**src/rtl/mdu_pkg.sv**
```systemverilog
// ============================================================================
// Module : mdu_pkg
// Brief  : Shared definitions for the multiply/divide unit.
// Rev    : 1.0  initial release
// ============================================================================
`default_nettype none

package mdu_pkg;

  localparam int MDU_PAR      = 32;
  localparam int OPCODE_W     = 3;
  localparam int DIV_CNT_W    = $clog2(MDU_PAR + 1);

  localparam logic [OPCODE_W-1:0] OP_DIV  = 3'b100;
  localparam logic [OPCODE_W-1:0] OP_DIVU = 3'b101;
  localparam logic [OPCODE_W-1:0] OP_REM  = 3'b110;
  localparam logic [OPCODE_W-1:0] OP_REMU = 3'b111;

  typedef enum logic [1:0] {
    IDLE = 2'd0,
    CALC = 2'd1,
    FIX  = 2'd2,
    DONE = 2'd3
  } div_state_t;

endpackage

`default_nettype wire

```
**src/rtl/div_sign_fix.sv**
```systemverilog
// ============================================================================
// Module : div_sign_fix
// Brief  : Conditional two's complement negation of a WIDTH-bit value.
// Rev    : 1.0  initial release
// ============================================================================
`default_nettype none

module div_sign_fix
  import mdu_pkg::*;
#(
  parameter int WIDTH = MDU_PAR
) (
  input  logic [WIDTH-1:0] value,
  input  logic             negate,
  output logic [WIDTH-1:0] fixed
);

  assign fixed = negate ? (~value + WIDTH'(1)) : value;

endmodule

`default_nettype wire

```
**src/rtl/div_iter_core.sv**
```systemverilog
// ============================================================================
// Module : div_iter_core
// Brief  : Iterative radix-2 restoring divider, one quotient bit per cycle.
// Rev    : 1.0  initial release
// ============================================================================
`default_nettype none

module div_iter_core
  import mdu_pkg::*;
#(
  parameter int PAR          = 32,
  parameter int OPCODE_WIDTH = 3
) (
  input  logic                    clk,
  input  logic                    rst_n,
  input  logic                    start,
  input  logic                    flush,
  input  logic [OPCODE_WIDTH-1:0] opCode,
  input  logic [PAR:0]            dividend,
  input  logic [PAR:0]            divisor,
  output logic                    busy,
  output logic                    done,
  output logic [PAR-1:0]          result
);

  localparam int CNT_W = $clog2(PAR + 1);

  div_state_t       r_state;
  div_state_t       w_nextState;
  logic [CNT_W-1:0] r_cnt;
  logic [PAR:0]     r_rem;
  logic [PAR-1:0]   r_quot;
  logic [PAR-1:0]   r_divMag;
  logic             r_qNeg;
  logic             r_rNeg;
  logic             r_div0;
  logic             r_selRem;
  logic [PAR-1:0]   r_result;

  logic [PAR-1:0]   w_dvdMag;
  logic [PAR-1:0]   w_dvsMag;
  logic [PAR:0]     w_shift;
  logic [PAR+1:0]   w_trial;
  logic             w_ge;
  logic             w_accept;
  logic [PAR-1:0]   w_fixIn;
  logic             w_fixNeg;
  logic [PAR-1:0]   w_fixed;
  logic             w_unused;

  div_sign_fix #(.WIDTH(PAR)) u_dvdMag (
    .value  (dividend[PAR-1:0]),
    .negate (dividend[PAR]),
    .fixed  (w_dvdMag)
  );

  div_sign_fix #(.WIDTH(PAR)) u_dvsMag (
    .value  (divisor[PAR-1:0]),
    .negate (divisor[PAR]),
    .fixed  (w_dvsMag)
  );

  // Only the selected result is needed, so one negator serves both quotient and remainder.
  // A zero divisor makes every trial succeed, leaving the quotient all ones and the
  // remainder equal to |dividend|; suppressing quotient negation yields the required values.
  assign w_fixIn  = r_selRem ? r_rem[PAR-1:0] : r_quot;
  assign w_fixNeg = r_selRem ? r_rNeg : (r_qNeg & ~r_div0);

  div_sign_fix #(.WIDTH(PAR)) u_resFix (
    .value  (w_fixIn),
    .negate (w_fixNeg),
    .fixed  (w_fixed)
  );

  assign w_shift  = {r_rem[PAR-1:0], r_quot[PAR-1]};
  assign w_trial  = {1'b0, w_shift} - {2'b00, r_divMag};
  assign w_ge     = ~w_trial[PAR+1];
  assign w_accept = start & ~flush & ((r_state == IDLE) | (r_state == DONE));
  assign w_unused = ^{opCode[OPCODE_WIDTH-1:2], opCode[0], r_rem[PAR]};

  always_comb begin
    w_nextState = r_state;
    case (r_state)
      IDLE, DONE: w_nextState = w_accept ? CALC : IDLE;
      CALC: begin
        if (flush)                     w_nextState = IDLE;
        else if (r_cnt == CNT_W'(1))   w_nextState = FIX;
        else                           w_nextState = CALC;
      end
      FIX:        w_nextState = flush ? IDLE : DONE;
      default:    w_nextState = IDLE;
    endcase
  end

  always_ff @(posedge clk or negedge rst_n) begin
    if (!rst_n) begin
      r_state  <= IDLE;
      r_cnt    <= '0;
      r_rem    <= '0;
      r_quot   <= '0;
      r_divMag <= '0;
      r_qNeg   <= 1'b0;
      r_rNeg   <= 1'b0;
      r_div0   <= 1'b0;
      r_selRem <= 1'b0;
      r_result <= '0;
    end else begin
      r_state <= w_nextState;
      if (w_accept) begin
        r_cnt    <= CNT_W'(PAR);
        r_rem    <= '0;
        r_quot   <= w_dvdMag;
        r_divMag <= w_dvsMag;
        r_qNeg   <= dividend[PAR] ^ divisor[PAR];
        r_rNeg   <= dividend[PAR];
        r_div0   <= (divisor == '0);
        r_selRem <= opCode[1];
      end else if (r_state == CALC && !flush) begin
        r_cnt  <= r_cnt - CNT_W'(1);
        r_rem  <= w_ge ? w_trial[PAR:0] : w_shift;
        r_quot <= {r_quot[PAR-2:0], w_ge};
      end else if (r_state == FIX && !flush) begin
        r_result <= w_fixed;
      end
    end
  end

  assign busy   = (r_state == CALC) | (r_state == FIX);
  assign done   = (r_state == DONE);
  assign result = r_result;

endmodule

`default_nettype wire

```
**config.mk**
```make
export PLATFORM = sky130hd
export DESIGN_NAME = div_iter_core
export DESIGN_NICKNAME = d
export VERILOG_FILES = /design/src/rtl/mdu_pkg.sv /design/src/rtl/div_sign_fix.sv /design/src/rtl/div_iter_core.sv
export SDC_FILE = /design/constraint.sdc
export NUM_CORES = 1
export LEC_CHECK = 0
export CAP_MARGIN = 0
export CORE_AREA = 2 2 132 134
export CTS_CLUSTER_SIZE = 25
export DETAILED_ROUTE_END_ITERATION = 10
export DIE_AREA = 0 0 134 136
export HOLD_SLACK_MARGIN = 0.03
export PLACE_DENSITY_LB_ADDON = 0.12
export SYNTH_ARGS = -nofsm -noshare
export SYNTH_HDL_FRONTEND = slang
export SYNTH_HIERARCHICAL = 1
export SYNTH_SLANG_ARGS = --single-unit
```
**constraint.sdc**
```tcl
create_clock -name clk -period 8.1 [get_ports clk]
set_clock_uncertainty 0.15 [all_clocks]
set_input_delay 2.43 -clock clk [delete_from_list [all_inputs] [get_ports clk]]
set_output_delay 2.43 -clock clk [all_outputs]
set_load 0.01 [all_outputs]
```
==> results of run 1 <==
==> flip-flops by register name (all words and copies together), names as in the netlist <==
signal    flops
r_div0        1
r_divMag     32
result       32
r_state       2
r_cnt         6
r_quot       32
r_rem        32
r_rNeg        1
r_qNeg        1
r_selRem      1
==> metal layers <==
layer / global-route usage / up-vias / wire length, microns
met2: 0.5125 / 307 / 13400
li1: - / 4433 / -
met4: 0.1087 / 0 / 551
met5: 0 / - / 0
met1: 0.3921 / 4490 / 11600
met3: 0.04661 / 50 / 1360
==> power by group <==
group	internal, mW	switching (mW)	leakage (nW)
sequential	0.777	0.0487	1.84
combinational	0.306	0.430	3.03
clock	0.492	0.318	0.292
total	1.58	0.796	5.17
==> area by class of cell <==
type                    count  share of cell area
clock buffers              18             0.03593
clock inverters            14             0.01372
inverters                  49             0.01505
multi-input cells         927              0.5326
flip-flops and latches    140              0.2866
well taps                 225             0.02303
repair buffers            115             0.09305
==> critical path, stage by stage <==
cell	delay, ns
clkdlybuf4s50_1	0.54
nand2b_1	0.21
buf_4	0.25
a21oi_4	0.72
buf_12	0.32
nand2_1	0.21
o21ai_0	0.21
==> cells in the mapped netlist (all sizes together) (2+ instances only) <==
| cell type | count | area share |
|---|---|---|
| a2111oi | 2 | 0.0017 |
| a211o | 4 | 0.0034 |
| a211oi | 2 | 0.0014 |
| a21boi | 2 | 0.0014 |
| a21o | 8 | 0.0058 |
| a21oi | 34 | 0.016 |
| a221o | 3 | 0.0029 |
| a31oi | 3 | 0.0018 |
| a32oi | 35 | 0.029 |
| and2 | 3 | 0.0018 |
| and3 | 6 | 0.0036 |
| buf | 19 | 0.0089 |
| clkbuf | 43 | 0.015 |
| dfrtp | 140 | 0.34 |
| ha | 40 | 0.048 |
| inv | 49 | 0.018 |
| mux2 | 63 | 0.068 |
| mux2i | 4 | 0.0038 |
| nand2 | 189 | 0.069 |
| nand2b | 13 | 0.0078 |
| nand3 | 83 | 0.040 |
| nand3b | 4 | 0.0029 |
| nand4 | 19 | 0.011 |
| nand4b | 3 | 0.0043 |
| nor2 | 37 | 0.013 |
| nor2b | 8 | 0.0048 |
| nor3 | 18 | 0.0086 |
| nor4 | 27 | 0.035 |
| o2111ai | 2 | 0.0017 |
| o21a | 4 | 0.0029 |
| o21ai | 89 | 0.043 |
| o21bai | 5 | 0.0040 |
| o311ai | 4 | 0.0034 |
| o31a | 2 | 0.0017 |
| o31ai | 31 | 0.022 |
| o41ai | 29 | 0.033 |
| or2 | 7 | 0.0042 |
| or2b | 6 | 0.0043 |
| or3 | 9 | 0.0054 |
| xnor2 | 108 | 0.091 |
| xor2 | 8 | 0.0067 |
==> kinds of logic after synthesis <==
kind of cell / synth area share
compound gates: 0.1842
mux: 0.07192
fa+ha+maj: 0.04995
buf+inv: 0.04202
flops: 0.3362
xor+xnor: 0.09749
simple gates: 0.2183
==> path summary, 6_finish.rpt <==
kind | startpoint | to | cells past startpoint
worst max register to register | r_quot[31] | r_rem[26] | 11
max in group asynchronous | rst_n | r_quot[22] | 2
worst min register to register | r_rNeg | r_rNeg | 2
worst min-delay path | r_rNeg | r_rNeg | 2
worst max-delay path | flush | r_rem[30] | 7
min in group asynchronous | rst_n | r_divMag[28] | 1
==> reports/metrics.cfg, run 1 <==
[sta]
setup_viol=0
min_period_ns=4.697
setup-tns-final_ns=0
max_freq_mhz=212.9
fin_ws_ns=3.403
rsz0062_at_grt=false
worst_slew_pin_slew_ns=1.262
final_hold_viol_count=0
relSlewSlack=0.1585
finalCritPeriodShare=0.5798
hold-worst-slack_ns=0.3276
slew_viol_final=0

[power_and_ir_drop]
powerDensity_nw_per_um2=194.0
peakVddDrop_mv=0.1682
leakage_nw=5.169
power_mw=2.372

[clock_network]
cts_resized=0
cts_max_path_buffers=2
cts_root_buf=clkbuf_16
clock_latency_ns=0.43
htreeDepth=4
cts_buffers=17
cts.sinks=140
cts_setup_buffers=0
cts_hold_buffers=0
clk_pin_slew_worst_paths_ns=0.06
cts_tree=yes

[critical_path]
critPathKind=input pin to flip-flop
r2r_setup_slack_ns=4.62
required_ns=8.30
cp_max_fo=52
start_kind=input pin
crit_path_end_kind=flip-flop
cp.arrival_ns=4.90

[synthesis]
synth-edff-count=0
ys_warn_count=6
syn_inst=1178
synth.distinct_cells=65
yosysSeqAreaShare=0.3362
syn_area_per_cell_sq_um=8.847
async_flop_share=1.000
synth_area_sq_um=10420
ys.flop_type=dfrtp_1
synth_fp_nets=1292
synth_seq_cells=140

[cells_and_area]
num_antenna_cells=0
final-seq-area_sq_um=3503
final_common_cell=nand2_1
layout_common_cells=nand2_1 (187), dfrtp_1 (140), xnor2_1 (108), clkdlybuf4s50_1 (103), o21ai_0 (84)
stdcell_area_sq_um=12220
multiInputGateArea_sq_um=6510
fin_util=0.7243
nets=1364
nFillCells=1297
area_growth_pct=17.29
drive_gt1_frac=0.1196
fin_cells=1488

[global_route]
grt_pass1_vias=8958
grt_pass1_wl_microns=43860
grt_max_degree=80
antenna_found_initial=0
grt_usage=0.3016
overflow=0

[worst_hold_path]
hp-class=flip-flop to flip-flop

[placement]
dpl_cell_area_sq_um=11620
pre_cts_ws_ns=3.048
dp_hpwl_microns=19560
gp_congestion=0.9261
portBuffers=104
place_inst=1456

[floorplan]
io_pins=107
die_w_microns=134
die-area_sq_um=18220
initial_core_util=0.6175
fp.dieH_microns=136
rows=48
core_region_area_sq_um=16880

[routing]
antenna_left=0
wl_per_cell_microns=18.08
drtIter0Drc=663
routed_wl_microns=26910
first_pass_iters=5
drcViolationCount=0
vias=9280
vias_per_cell=6.237

[run]
maxCapViolCount=0

[run_status]
status=finished clean

No activity file was read; power rests on OpenSTA's default activity.
==> run 2: changes to the inputs <==
CORE_AREA = 2 2 138 140   (was 2 2 132 134)
DIE_AREA = 0 0 140 142   (was 0 0 134 136)
clock period = 4.5 ns   (was 8.1 ns; I/O delays follow)
==> reports/metrics.cfg, run 2 (synthesis results as in run 1) <==
[run_status]
status=finished, violations left  ; was finished clean
violations=DRC

[run]
maxCapViolCount=0  ; unchanged

[global_route]
grt_pass1_vias=8804  ; was 8958
grt_pass1_wl_microns=44840  ; was 43860 microns
grt_usage=0.2781  ; was 0.3016
antenna_found_initial=0  ; unchanged
grt_max_degree=102  ; was 80
overflow=0  ; unchanged

[routing]
antenna_left=0  ; unchanged
drcViolationCount=2  ; was 0
drtIter0Drc=760  ; was 663
wl_per_cell_microns=18.11  ; was 18.08 microns
vias_per_cell=6.102  ; was 6.237
vias=9172  ; was 9280
first_pass_iters=10  ; was 5
routed_wl_microns=27210  ; was 26910 microns

[sta]
final_hold_viol_count=0  ; unchanged
hold-worst-slack_ns=0.3277  ; was 0.3276 ns
finalCritPeriodShare=0.7631
setup_viol=0  ; unchanged
min_period_ns=3.434
max_freq_mhz=291.2
fin_ws_ns=1.066  ; was 3.403 ns
relSlewSlack=0.4035  ; was 0.1585
setup-tns-final_ns=0  ; unchanged
worst_slew_pin_slew_ns=0.8919  ; was 1.262 ns
slew_viol_final=0  ; unchanged
rsz0062_at_grt=false  ; unchanged

[clock_network]
cts_root_buf=clkbuf_16  ; unchanged
cts_max_path_buffers=2  ; unchanged
clk_pin_slew_worst_paths_ns=0.06  ; about the same
cts_buffers=17  ; unchanged
cts_tree=yes  ; unchanged
clock_latency_ns=0.43  ; about the same
cts_hold_buffers=0  ; unchanged
cts_setup_buffers=0  ; unchanged
htreeDepth=4  ; unchanged
cts_resized=0  ; unchanged
cts.sinks=140  ; unchanged

[critical_path]
cp_max_fo=5  ; was 52
r2r_setup_slack_ns=1.08  ; was 4.62 ns
start_kind=input pin  ; unchanged
required_ns=4.66  ; was 8.30 ns
critPathKind=input pin to flip-flop  ; unchanged
crit_path_end_kind=flip-flop  ; unchanged
cp.arrival_ns=3.59  ; was 4.90 ns
rr_worst_depth=7  ; was 11

[cells_and_area]
nFillCells=1554  ; was 1297
layout_common_cells=nand2_1 (187), dfrtp_1 (140), xnor2_1 (108), clkdlybuf4s50_1 (103), o21ai_0 (84)  ; unchanged
area_growth_pct=18.23  ; was 17.29%
nets=1370  ; was 1364
num_antenna_cells=0  ; unchanged
drive_gt1_frac=0.1237  ; was 0.1196
multiInputGateArea_sq_um=6510  ; unchanged
final_common_cell=nand2_1  ; unchanged
final-seq-area_sq_um=3503  ; unchanged

[floorplan]
initial_core_util=0.5647  ; was 0.6175
core_region_area_sq_um=18460  ; was 16880 sq um
rows=50  ; was 48
die-area_sq_um=19880  ; was 18220 sq um
io_pins=107  ; unchanged
fp.dieH_microns=142  ; was 136 microns
die_w_microns=140  ; was 134 microns

[power_and_ir_drop]
powerDensity_nw_per_um2=352.4  ; was 194.0 nW/um^2
p_seq_frac=0.344  ; was 0.348
swShare=0.3342  ; was 0.3356
power_frac_clock=0.354  ; was 0.341
p_comb_frac=0.302  ; was 0.310
switching_power_mw=1.451  ; was 796.0 uW
internal_power_mw=2.891  ; was 1.576 mW
peakVddDrop_mv=0.3049  ; was 0.1682 mV
leakage_nw=5.221  ; was 5.169 nW

[placement]
portBuffers=104  ; unchanged
pre_cts_ws_ns=0.7131  ; was 3.048 ns
gp_congestion=0.9078  ; was 0.9261
dp_hpwl_microns=20050  ; was 19560 microns

[worst_hold_path]
min_path_cells=2  ; unchanged
hp-class=flip-flop to flip-flop  ; unchanged

==> run 2: changes by cell type in the layout (fill, tap and decap cells not counted) <==
cell        previous run  this run
clkinv_4               2         3
bufinv_16              3         4
clkinvlp_4             3         1
buf_12                 1         2
inv_8                  0         1
buf_4                 10        15
clkinv_2               4         2
inv_6                  2         4
clkbuf_8               1         0
==> run 2: cell type report <==
cell class,count,share of cell area
multi-input combinational,927,0.5284
sequential,140,0.2843
timing repair buffer,121,0.09698
clock buffer,17,0.03453
tap,234,0.02376
clock inverter,15,0.01706
inverter,49,0.01493
==> run 2: final timing paths <==
kind	start	endpoint
max	dividend[2]	r_quot[31]
min	r_rNeg	r_rNeg
max reg2reg	r_selRem	result[30]
min reg2reg	r_rNeg	r_rNeg
max in group asynchronous	rst_n	r_selRem
min in group asynchronous	rst_n	r_divMag[27]
==> run 2: worst max-delay path, stage by stage <==
cell             delay, ns
clkdlybuf4s50_1       0.49
nor3_1                0.65
nand3_1               0.35
o41ai_2               0.34
xnor2_1               0.10
a221o_1               0.32
==> run 2: through the flow <==
step	power, mW	instances	cell area [sq um]	util
floorplan	2.430	1178	10420	-
global placement	2.779	1471	11690	0.6332
detailed placement	2.807	1471	11690	0.6332
CTS	4.354	1503	12320	0.6676
global route	4.564	1503	12320	0.6676
finish	4.342	1503	12320	0.6676
==> run 2: power by group through the flow <==
stage | sequential, mW | combinational [mW] | clock [mW]
after floorplan | 1.48 | 0.949 | 0
after global placement | 1.51 | 1.27 | 0
after detailed placement | 1.51 | 1.29 | 0
after CTS | 1.49 | 1.31 | 1.56
after global routing | 1.51 | 1.45 | 1.61
final | 1.49 | 1.31 | 1.54
==> run 2: routing by layer <==
| layer | share of wire | GRT usage |
|---|---|---|
| met4 | 0.026 | 0.09410 |
| met1 | 0.45 | 0.3817 |
| met3 | 0.041 | 0.03365 |
| met2 | 0.48 | 0.4607 |
| met5 | 0 | 0 |
